File: config.mk
export PLATFORM = sky130hd
export DESIGN_NAME = qpsk_symbol_scheduler_flat
export DESIGN_NICKNAME = d
export VERILOG_FILES = /design/src/rtl/qpsk_symbol_scheduler_if.sv /design/src/rtl/qpsk_symbol_scheduler.sv /design/src/flat_wrapper.sv
export SDC_FILE = /design/constraint.sdc
export NUM_CORES = 1
export LEC_CHECK = 0
export ABC_CLOCK_PERIOD_IN_PS = 2900
export CORE_UTILIZATION = 58
export CTS_CLUSTER_SIZE = 40
export DETAILED_ROUTE_END_ITERATION = 8
export PLACE_DENSITY = 0.78
export SETUP_SLACK_MARGIN = 0.05
export SLEW_MARGIN = 20
export SYNTH_ARGS = -nofsm -noshare
export SYNTH_HDL_FRONTEND = slang
export SYNTH_SLANG_ARGS = --single-unit
File: constraint.sdc
create_clock -name clk -period 2.9 [get_ports clk]
set_input_delay 0.29 -clock clk [delete_from_list [all_inputs] [get_ports clk]]
set_output_delay 0.29 -clock clk [all_outputs]
set_load 0.01 [all_outputs]
File: src/rtl/qpsk_symbol_scheduler_if.sv
`default_nettype none
// ============================================================================
// Module   : qpsk_symbol_scheduler_if
// Brief    : Byte-stream handshake between the packet source and the scheduler.
// Revision : 1.0
// ============================================================================
interface qpsk_symbol_scheduler_if;
    logic [7:0] s_data;
    logic       s_valid;
    logic       s_last;
    logic       s_ready;

    modport master (output s_data, output s_valid, output s_last, input  s_ready);
    modport slave  (input  s_data, input  s_valid, input  s_last, output s_ready);
endinterface
`default_nettype wire

File: src/rtl/qpsk_symbol_scheduler.sv
`default_nettype none
// ============================================================================
// Module   : qpsk_symbol_scheduler
// Brief    : Buffers bytes in a small FIFO and emits one dibit (MSB first) per
//            SYM_LEN-clock symbol to the QPSK modulator. Optional preamble via
//            the QPSK_PREAMBLE_EN macro.
// Revision : 1.0
// ============================================================================
module qpsk_symbol_scheduler #(
    parameter int SYM_LEN      = 120,
    parameter int FIFO_DEPTH   = 4,
    parameter int PREAMBLE_LEN = 8
) (
    input  wire                      clk,
    input  wire                      rst,
    input  wire                      enable,
    qpsk_symbol_scheduler_if.slave   src,
    output logic [1:0]               qpsk_base_data,
    output logic                     sym_strobe,
    output logic                     tx_active,
    output logic                     underrun
);
    localparam int c_cnt_w  = $clog2(SYM_LEN);
    localparam int c_addr_w = $clog2(FIFO_DEPTH);
    localparam int c_pre_w  = $clog2(PREAMBLE_LEN + 1);
    localparam logic [c_cnt_w-1:0]  c_cnt_max  = c_cnt_w'(SYM_LEN - 1);
    localparam logic [c_addr_w:0]   c_depth    = (c_addr_w + 1)'(FIFO_DEPTH);

    if (SYM_LEN < 2 || FIFO_DEPTH < 2 || (FIFO_DEPTH & (FIFO_DEPTH - 1)) != 0 || PREAMBLE_LEN < 1 || c_pre_w < 1) begin : g_param_check
        $error("qpsk_symbol_scheduler: illegal parameter set");
    end

    typedef enum logic [1:0] {
        ST_IDLE     = 2'd0,
`ifdef QPSK_PREAMBLE_EN
        ST_PREAMBLE = 2'd2,
`endif
        ST_DATA     = 2'd1
    } state_t;

    // FIFO storage: {last, data}
    logic [8:0]          r_mem [FIFO_DEPTH];
    logic [c_addr_w-1:0] r_wr_ptr, r_rd_ptr;
    logic [c_addr_w:0]   r_count;
    logic                w_full, w_empty, w_push, w_pop, w_flush;
    logic [8:0]          w_head;

    state_t              r_state, w_nxt_state;
    logic [c_cnt_w-1:0]  r_cnt, w_nxt_cnt;
    logic [1:0]          r_data, w_nxt_data;
    logic                r_strobe, w_nxt_strobe, r_underrun, w_nxt_underrun;
    logic [7:0]          r_byte, w_nxt_byte;
    logic [1:0]          r_idx, w_nxt_idx;
    logic                r_busy, w_nxt_busy, r_last, w_nxt_last, r_done, w_nxt_done;
    logic                w_bnd;
    logic [2:0]          w_sel;
`ifdef QPSK_PREAMBLE_EN
    localparam logic [c_pre_w-1:0] c_pre_last = c_pre_w'(PREAMBLE_LEN - 1);
    logic [c_pre_w-1:0]  r_pre, w_nxt_pre;
`endif

    assign w_full      = (r_count == c_depth);
    assign w_empty     = (r_count == '0);
    assign w_push      = src.s_valid && !w_full;
    assign w_head      = r_mem[r_rd_ptr];
    assign src.s_ready = !w_full;

    assign w_bnd = (r_cnt == c_cnt_max);
    assign w_sel = {~r_idx, 1'b0};

    assign qpsk_base_data = r_data;
    assign sym_strobe     = r_strobe;
    assign underrun       = r_underrun;
    assign tx_active      = (r_state != ST_IDLE);

    always_ff @(posedge clk) begin
        if (w_push && !w_flush) begin
            r_mem[r_wr_ptr] <= {src.s_last, src.s_data};
        end
    end

    always_ff @(posedge clk or posedge rst) begin
        if (rst) begin
            r_wr_ptr <= '0;
            r_rd_ptr <= '0;
            r_count  <= '0;
        end else if (w_flush) begin
            r_wr_ptr <= '0;
            r_rd_ptr <= '0;
            r_count  <= '0;
        end else begin
            if (w_push) r_wr_ptr <= r_wr_ptr + 1'b1;
            if (w_pop)  r_rd_ptr <= r_rd_ptr + 1'b1;
            r_count <= r_count + {{c_addr_w{1'b0}}, w_push} - {{c_addr_w{1'b0}}, w_pop};
        end
    end

    always_ff @(posedge clk or posedge rst) begin
        if (rst) begin
            r_state    <= ST_IDLE;
            r_cnt      <= '0;
            r_data     <= 2'b00;
            r_strobe   <= 1'b0;
            r_underrun <= 1'b0;
            r_byte     <= '0;
            r_idx      <= '0;
            r_busy     <= 1'b0;
            r_last     <= 1'b0;
            r_done     <= 1'b0;
`ifdef QPSK_PREAMBLE_EN
            r_pre      <= '0;
`endif
        end else begin
            r_state    <= w_nxt_state;
            r_cnt      <= w_nxt_cnt;
            r_data     <= w_nxt_data;
            r_strobe   <= w_nxt_strobe;
            r_underrun <= w_nxt_underrun;
            r_byte     <= w_nxt_byte;
            r_idx      <= w_nxt_idx;
            r_busy     <= w_nxt_busy;
            r_last     <= w_nxt_last;
            r_done     <= w_nxt_done;
`ifdef QPSK_PREAMBLE_EN
            r_pre      <= w_nxt_pre;
`endif
        end
    end

    always_comb begin
        w_nxt_state    = r_state;
        w_nxt_cnt      = w_bnd ? '0 : r_cnt + 1'b1;
        w_nxt_data     = r_data;
        w_nxt_strobe   = 1'b0;
        w_nxt_underrun = 1'b0;
        w_nxt_byte     = r_byte;
        w_nxt_idx      = r_idx;
        w_nxt_busy     = r_busy;
        w_nxt_last     = r_last;
        w_nxt_done     = r_done;
        w_pop          = 1'b0;
        w_flush        = 1'b0;
`ifdef QPSK_PREAMBLE_EN
        w_nxt_pre      = r_pre;
`endif
        if (r_state != ST_IDLE && w_bnd && !enable) begin
            // Abort only at a symbol boundary so the current symbol is never truncated
            w_nxt_state = ST_IDLE;
            w_nxt_cnt   = '0;
            w_nxt_data  = 2'b00;
            w_nxt_busy  = 1'b0;
            w_nxt_done  = 1'b0;
            w_flush     = 1'b1;
        end else begin
            case (r_state)
                ST_IDLE: begin
                    w_nxt_cnt  = '0;
                    w_nxt_data = 2'b00;
                    if (enable && !w_empty) begin
                        // Preload the counter so the first symbol loads on the next clock
                        w_nxt_cnt  = c_cnt_max;
                        w_nxt_busy = 1'b0;
                        w_nxt_done = 1'b0;
`ifdef QPSK_PREAMBLE_EN
                        w_nxt_pre   = '0;
                        w_nxt_state = ST_PREAMBLE;
`else
                        w_nxt_state = ST_DATA;
`endif
                    end
                end
`ifdef QPSK_PREAMBLE_EN
                ST_PREAMBLE: begin
                    if (w_bnd) begin
                        w_nxt_strobe = 1'b1;
                        w_nxt_data   = r_pre[0] ? 2'b11 : 2'b00;
                        w_nxt_pre    = r_pre + 1'b1;
                        if (r_pre == c_pre_last) w_nxt_state = ST_DATA;
                    end
                end
`endif
                ST_DATA: begin
                    if (w_bnd) begin
                        if (r_busy) begin
                            w_nxt_strobe = 1'b1;
                            w_nxt_data   = r_byte[w_sel +: 2];
                            w_nxt_idx    = r_idx + 1'b1;
                            if (r_idx == 2'd3) begin
                                w_nxt_busy = 1'b0;
                                w_nxt_done = r_last;
                            end
                        end else if (r_done) begin
                            w_nxt_state = ST_IDLE;
                            w_nxt_cnt   = '0;
                            w_nxt_data  = 2'b00;
                            w_nxt_done  = 1'b0;
                        end else if (!w_empty) begin
                            w_pop        = 1'b1;
                            w_nxt_strobe = 1'b1;
                            w_nxt_data   = w_head[7:6];
                            w_nxt_byte   = w_head[7:0];
                            w_nxt_last   = w_head[8];
                            w_nxt_idx    = 2'd1;
                            w_nxt_busy   = 1'b1;
                        end else begin
                            w_nxt_strobe   = 1'b1;
                            w_nxt_underrun = 1'b1;
                            w_nxt_data     = 2'b00;
                        end
                    end
                end
                default: w_nxt_state = ST_IDLE;
            endcase
        end
    end
endmodule
`default_nettype wire

File: src/flat_wrapper.sv
// flat-port wrapper written by rule: the top's interface ports become plain ports
module qpsk_symbol_scheduler_flat 
#(
    parameter int SYM_LEN      = 120,
    parameter int FIFO_DEPTH   = 4,
    parameter int PREAMBLE_LEN = 8
)
  (clk, rst, enable, qpsk_base_data, sym_strobe, tx_active, underrun, src_s_data, src_s_valid, src_s_last, src_s_ready);
  qpsk_symbol_scheduler_if src_i ();
  input  wire clk;
  input  wire rst;
  input  wire enable;
  output logic [1:0] qpsk_base_data;
  output logic sym_strobe;
  output logic tx_active;
  output logic underrun;
  input wire logic [$bits(src_i.s_data)-1:0] src_s_data;
  input wire logic [$bits(src_i.s_valid)-1:0] src_s_valid;
  input wire logic [$bits(src_i.s_last)-1:0] src_s_last;
  output wire logic [$bits(src_i.s_ready)-1:0] src_s_ready;
  assign src_i.s_data = src_s_data;
  assign src_i.s_valid = src_s_valid;
  assign src_i.s_last = src_s_last;
  assign src_s_ready = src_i.s_ready;
  qpsk_symbol_scheduler #(.SYM_LEN(SYM_LEN), .FIFO_DEPTH(FIFO_DEPTH), .PREAMBLE_LEN(PREAMBLE_LEN)) u_core (.clk(clk), .rst(rst), .enable(enable), .src(src_i), .qpsk_base_data(qpsk_base_data), .sym_strobe(sym_strobe), .tx_active(tx_active), .underrun(underrun));
endmodule
==> impl_metrics.py, run 1 <==
metrics = {
    "cts": {
        "post_cts_resized": 0,
        "clock_sinks": 68,
        "clk_path_buf_depth": 2,
        "path_clk_slew_ns": 0.07,
        "ctsHoldBuffers": 0,
        "h-tree-depth": 3,
        "cts-root-buf": "clkbuf_8",
        "cts_tree": "done",
        "cts_setup_buffers": 0,
        "worstSkewPairLatency_ns": 0.34,
        "cts_buffers": 9,
    },
    "sta": {
        "final-setup-viol-count": 0,
        "drv_slew": 0,
        "fmax_mhz": 387,
        "period_share_pct": 89.2,
        "fin_setup_tns_ns": 0,
        "rsz0062_at_grt": "false",
        "slew_headroom_pct": 65.1,
        "finalHoldViolations": 0,
        "min_period_ns": 2.59,
        "tightest_slew_ns": 0.520,
        "fin_skew_ns": 0.00952,
    },
    "route": {
        "first_pass_iters": 5,
        "drt-met1-wl_mm": 2.28,
        "ant_nets": 0,
        "num_vias": 1847,
        "highest_layer": "met4",
        "drc_errors": 0,
        "wl_mm": 5.61,
        "routedWlPerCell_um": 18.3,
        "routed_via_density": 6.04,
        "drtIter0Drc": 289,
        "met2_length_mm": 2.85,
        "met3_length_um": 346,
    },
    "floorplan": {
        "chipWidth_um": 74.0,
        "fp.coreArea_um2": 4850,
        "die_h_um": 74.0,
        "start_util_pct": 62.0,
        "ios": 19,
        "rows": 25,
        "fp.dieArea_um2": 5470,
    },
    "status": {
        "status": "complete, no violations",
    },
    "power_and_ir_drop": {
        "total_power_mw": 2.48,
        "ir_worst_vdd_mv": 0.525,
        "p_leak_nw": 1.41,
        "power.density_nw_per_um2": 708,
    },
    "run": {
        "maxCapViolCount": 0,
    },
    "place": {
        "dpl_cell_area_um2": 3270,
        "dp.cells": 290,
        "gp_congestion": 0.901,
        "detailedPlacementHpwl_mm": 3.89,
        "io_buffers": 18,
    },
    "setup_path": {
        "crit_buf_inv": 2,
        "path_max_fanout": 6,
        "reg2reg_slack_ns": 0.31,
        "slowest_stage": "dfrtp_1",
        "critical-path-top-delay-family": "adder cells",
        "path_class": "reg -> reg",
        "cp.arrival_ns": 2.81,
        "cp.depth": 12,
        "crit_chain": "ha_1, and4_1, nand2_2, nor2_1, ha_1, inv_1, ha_1, inv_1, fa_1, xor2_1, xnor2_1, nor2_1",
        "crit_top_cell": "ha_1",
        "cp_data_required_time_ns": 3.12,
        "max_stage_delay_ns": 0.38,
        "cp-start-kind": "register",
        "reg2reg_depth": 12,
        "endpoint_kind": "register",
    },
    "yosys": {
        "ys_top_cells_by_area": "edfxtp_1 36%, dfrtp_1 27%, mux4_2 6.0%",
        "synth_area_per_cell_um2": 14.5,
        "synth_nets": 229,
        "ys_seq_area_share_pct": 62.6,
        "synth.distinct_cells": 43,
        "ys.flop_type": "edfxtp_1",
        "yosysTopAreaCell": "edfxtp_1",
        "synth_seq_cells": 68,
        "ys.warnings.count": 0,
        "synthArstFlopShare_pct": 47.1,
        "syn_area_um2": 3010,
        "syn_inst": 207,
        "synth_edf_count": 36,
        "netlist.area_leader.share_pct": 36.0,
    },
    "grt": {
        "track_usage_pct": 23.6,
        "antenna_found_initial": 0,
        "grt_overflow": 0,
        "grt_pass1_wl_mm": 9.05,
        "grt_max_degree": 33,
        "first_global_vias": 1851,
    },
    "finish": {
        "regArea_um2": 1880,
        "final_area_um2": 3500,
        "diodes": 0,
        "nets": 256,
        "final_util_pct": 72.2,
        "multi_input_area_um2": 1030,
        "area_growth_pct": 16.4,
        "finalNonFillerCells": 306,
        "n_fill_cell": 325,
        "layout-drive-gt1-share_pct": 18.0,
    },
    "hold_path": {
        "holdCritPathClass": "in -> async",
    },
}
final cells by class:
type	count	area share (%)
clock buffers	13	4.54
clock inverters	3	1.97
inverters	12	1.29
multi-input cells	119	29.6
flip-flops and latches	68	53.8
well taps	67	2.40
repair buffers	24	6.44
stage by stage:
stage	hold WS, ns	setup WS, ns
floorplan	0.389	0.603
detailed placement	0.499	0.397
global route	0.383	0.180
CTS	0.349	0.320
finish	0.335	0.313
global placement	0.484	0.470
synth_stat cells (2+ instances only):
| cell | number |
|---|---|
| nor4_1 | 3 |
| buf_2 | 2 |
| and3_1 | 2 |
| a31oi_1 | 2 |
| clkbuf_1 | 4 |
| mux4_1 | 3 |
| xnor2_1 | 4 |
| o21ai_0 | 12 |
| a22o_1 | 3 |
| and2_1 | 5 |
| o31ai_1 | 2 |
| edfxtp_1 | 36 |
| mux2_2 | 9 |
| nor2_1 | 9 |
| dfrtp_1 | 32 |
| nor3_2 | 2 |
| nand4_1 | 2 |
| nand2_1 | 9 |
| mux4_2 | 8 |
| nand3_1 | 7 |
| inv_1 | 12 |
| nor2b_1 | 2 |
| xor2_1 | 3 |
| ha_1 | 8 |
| a21oi_1 | 8 |
logic make-up after synthesis:
family / after synthesis / synth area share, %
buffers and inverters: 20 / 2.96
AOI/OAI and AO/OA: 32 / 6.58
and+or+nand+nor: 50 / 9.33
adders and majority gates: 9 / 4.00
xor gates and xnor gates: 7 / 2.04
muxes: 21 / 12.5
DFF: 68 / 62.6
worst reg2reg max path: stages, from the launching register on:
cell     delay (ns)
dfrtp_1        0.38
ha_1           0.25
and4_1         0.32
nand2_2        0.12
nor2_1         0.13
ha_1           0.23
inv_1          0.06
ha_1           0.13
inv_1          0.05
fa_1           0.37
xor2_1         0.16
xnor2_1        0.20
nor2_1         0.08
state kept, by name (all words and copies together), names as in the netlist:
name,cells
u_core.r_wr_ptr,2
u_core.r_cnt,7
u_core.r_state,1
u_core.qpsk_base_data,2
u_core.r_busy,1
u_core.r_count,3
u_core.r_done,1
u_core.sym_strobe,1
u_core.underrun,1
u_core.r_rd_ptr,2
u_core.r_idx,2
u_core.r_last,1
u_core.r_mem,36
u_core.r_byte,8
placed cells by master (no fill, tap or decap), types with 5 or more instances in the layout:
cell type / instances
and2_1: 5
mux2_2: 9
nand2_1: 9
clkdlybuf4s50_1: 18
inv_1: 12
nand3_1: 7
o21ai_0: 12
a21oi_1: 8
ha_1: 8
mux4_2: 8
nor2_1: 9
dfrtp_1: 32
clkbuf_8: 11
buf_4: 6
edfxtp_1: 36
path summary, 6_finish.rpt:
path	endpoint	from
max in group asynchronous	u_core.r_wr_ptr[0]$_DFFE_PP0P_	rst
hold reg to reg	u_core.r_byte[2]$_DFFE_PP0P_	u_core.r_byte[2]$_DFFE_PP0P_
min in group clk	u_core.r_byte[2]$_DFFE_PP0P_	u_core.r_byte[2]$_DFFE_PP0P_
setup / recovery	u_core.r_count[2]$_DFF_PP0_	u_core.r_cnt[0]$_DFF_PP0_
setup reg to reg	u_core.r_count[2]$_DFF_PP0_	u_core.r_cnt[0]$_DFF_PP0_
hold / removal	u_core.r_byte[3]$_DFFE_PP0P_	rst
layer usage:
metal | track usage [%] | vias to the layer above
li1 | - | 832
met1 | 30.5 | 926
met2 | 37.3 | 75
met3 | 5.28 | 14
met4 | 13.5 | 0
met5 | 0 | -
where the power goes:
part / switching, mW / internal, mW
clock network: 0.340 / 0.534
logic: 0.212 / 0.152
registers: 0.0703 / 1.17
(Power assumes the default switching activity.)
==> run 2: changes to the inputs <==
--- a/config.mk
+++ b/config.mk
@@ -6,8 +6,9 @@
 export NUM_CORES = 1
 export LEC_CHECK = 0
 export ABC_CLOCK_PERIOD_IN_PS = 2900
+export CAP_MARGIN = 25
+export CORE_MARGIN = 1.5
 export CORE_UTILIZATION = 58
-export CTS_CLUSTER_SIZE = 40
 export DETAILED_ROUTE_END_ITERATION = 8
 export PLACE_DENSITY = 0.78
 export SETUP_SLACK_MARGIN = 0.05
==> run 2 against run 1 <==
Compared with the run above:
- combinational power down 6.0%
- clock skew down 0.0052 ns
- sequential power about the same
- largest cell class unchanged
- die area up 2.7%
==> impl_metrics.py, run 2 (same netlist as run 1, synthesis figures left out) <==
metrics = {
    "finish": {
        "nets": 254,
        "finalNonFillerCells": 307,
        "n_fill_cell": 348,
        "most-common-layout-cells": "36 x edfxtp_1, 32 x dfrtp_1, 18 x clkdlybuf4s50_1, 12 x inv_1, 12 x o21ai_0",
        "largest_register_ffs": 36,
        "layout-drive-gt1-share_pct": 17.7,
        "top_regs": "u_core.r_mem (36), u_core.r_byte (8), u_core.r_cnt (7)",
        "diodes": 0,
        "top_register": "u_core.r_mem",
        "area_growth_pct": 14.8,
        "final_common_cell": "edfxtp_1",
    },
    "cts": {
        "h-tree-depth": 3,
        "path_clk_slew_ns": 0.07,
        "cts_tree": "done",
        "clock_sinks": 68,
        "cts_setup_buffers": 0,
        "clk_path_buf_depth": 2,
        "post_cts_resized": 0,
        "cts_buffers": 9,
        "cts-root-buf": "clkbuf_8",
        "ctsHoldBuffers": 0,
        "worstSkewPairLatency_ns": 0.34,
    },
    "place": {
        "gp_congestion": 0.866,
        "detailedPlacementHpwl_mm": 3.57,
        "pre_cts_ws_ns": 0.399,
        "io_buffers": 18,
        "dp.cells": 291,
    },
    "route": {
        "num_vias": 1771,
        "drtIter0Drc": 199,
        "ant_nets": 0,
        "first_pass_iters": 8,
        "drc_errors": 0,
        "routedWlPerCell_um": 17.3,
        "wl_mm": 5.33,
        "routed_via_density": 5.77,
    },
    "floorplan": {
        "fp.dieArea_um2": 5620,
        "fp.coreArea_um2": 5040,
        "die_h_um": 75.0,
        "ios": 19,
        "chipWidth_um": 75.0,
        "start_util_pct": 59.6,
        "rows": 26,
    },
    "grt": {
        "first_global_vias": 1770,
        "track_usage_pct": 22.1,
        "grt_pass1_wl_mm": 8.78,
        "antenna_found_initial": 0,
        "grt_overflow": 0,
        "grt_max_degree": 33,
    },
    "power_and_ir_drop": {
        "ir_worst_vdd_mv": 0.397,
        "total_power_mw": 2.32,
        "p_leak_nw": 1.38,
        "power.density_nw_per_um2": 674,
    },
    "sta": {
        "setup_slack_ns": 0.456,
        "drv_slew": 0,
        "slew_headroom_pct": 51.7,
        "fmax_mhz": 409,
        "fin_setup_tns_ns": 0,
        "finalHoldViolations": 0,
        "final-setup-viol-count": 0,
        "timing.hold.ws_ns": 0.337,
        "min_period_ns": 2.44,
        "period_share_pct": 84.3,
        "rsz0062_at_grt": "false",
        "tightest_slew_ns": 0.724,
        "fin_skew_ns": 0.00434,
    },
    "run": {
        "maxCapViolCount": 0,
    },
    "status": {
        "status": "complete, no violations",
    },
    "setup_path": {
        "cp_data_required_time_ns": 3.13,
        "cp.arrival_ns": 2.67,
        "path_max_fanout": 6,
        "path_class": "reg -> reg",
        "cp-start-kind": "register",
        "endpoint_kind": "register",
    },
    "hold_path": {
        "holdCritPathClass": "in -> async",
    },
}
## run 2: path summary, 6_finish.rpt
kind / startpoint / to / slack, ns / cells past startpoint
setup / recovery: u_core.r_cnt[0]$_DFF_PP0_ / u_core.r_count[2]$_DFF_PP0_ / 0.46 / 12
hold / removal: rst / u_core.r_byte[7]$_DFFE_PP0P_ / 0.34 / 3
setup reg to reg: u_core.r_cnt[0]$_DFF_PP0_ / u_core.r_count[2]$_DFF_PP0_ / 0.46 / 12
hold reg to reg: u_core.r_byte[4]$_DFFE_PP0P_ / u_core.r_byte[4]$_DFFE_PP0P_ / 0.51 / 1
max in group asynchronous: rst / u_core.r_last$_DFFE_PP0P_ / 2.26 / 3
min in group clk: u_core.r_byte[4]$_DFFE_PP0P_ / u_core.r_byte[4]$_DFFE_PP0P_ / 0.51 / 1
## run 2: critical path, stage by stage, from the launching register on
cell and delay (ns):
dfrtp_1 0.36, ha_1 0.22, and4_1 0.32, nand2_2 0.13, nor2_1 0.13, ha_1 0.23, inv_1 0.05, ha_1 0.13
inv_1 0.04, fa_1 0.36, xor2_1 0.17, xnor2_1 0.13, nor2_1 0.05
## run 2: metal layers
| metal | up-vias | track usage, % | part of all wire [%] |
|---|---|---|---|
| li1 | 831 | - | - |
| met1 | 865 | 29.2 | 44 |
| met2 | 68 | 35.3 | 49 |
| met3 | 7 | 6.02 | 5.4 |
| met4 | 0 | 8.28 | 1.0 |
| met5 | - | 0 | 0 |
## run 2: power breakdown
part | total [mW] | internal, mW | switching [mW]
Sequential | 1.23 | 1.17 | 0.0653
Clock | 0.750 | 0.392 | 0.358
Combinational | 0.342 | 0.149 | 0.193
Total | 2.32 | 1.71 | 0.616
## run 2: area by class of cell
cell class / count / area (um2) / area share [%]
Clock inverter: 7 / 67.6 / 1.96
Multi-Input combinational cell: 119 / 1030 / 30.0
Sequential cell: 68 / 1880 / 54.5
Tap cell: 70 / 87.6 / 2.54
Clock buffer: 9 / 124 / 3.59
Inverter: 12 / 45.0 / 1.31
Timing Repair Buffer: 22 / 210 / 6.09
## run 2: per-stage QoR
stage,util (%),cell area [um2]
after floorplan,-,3010
after global placement,64.6,3260
after detailed placement,64.6,3260
after CTS,68.4,3450
after global routing,68.4,3450
final,68.4,3450
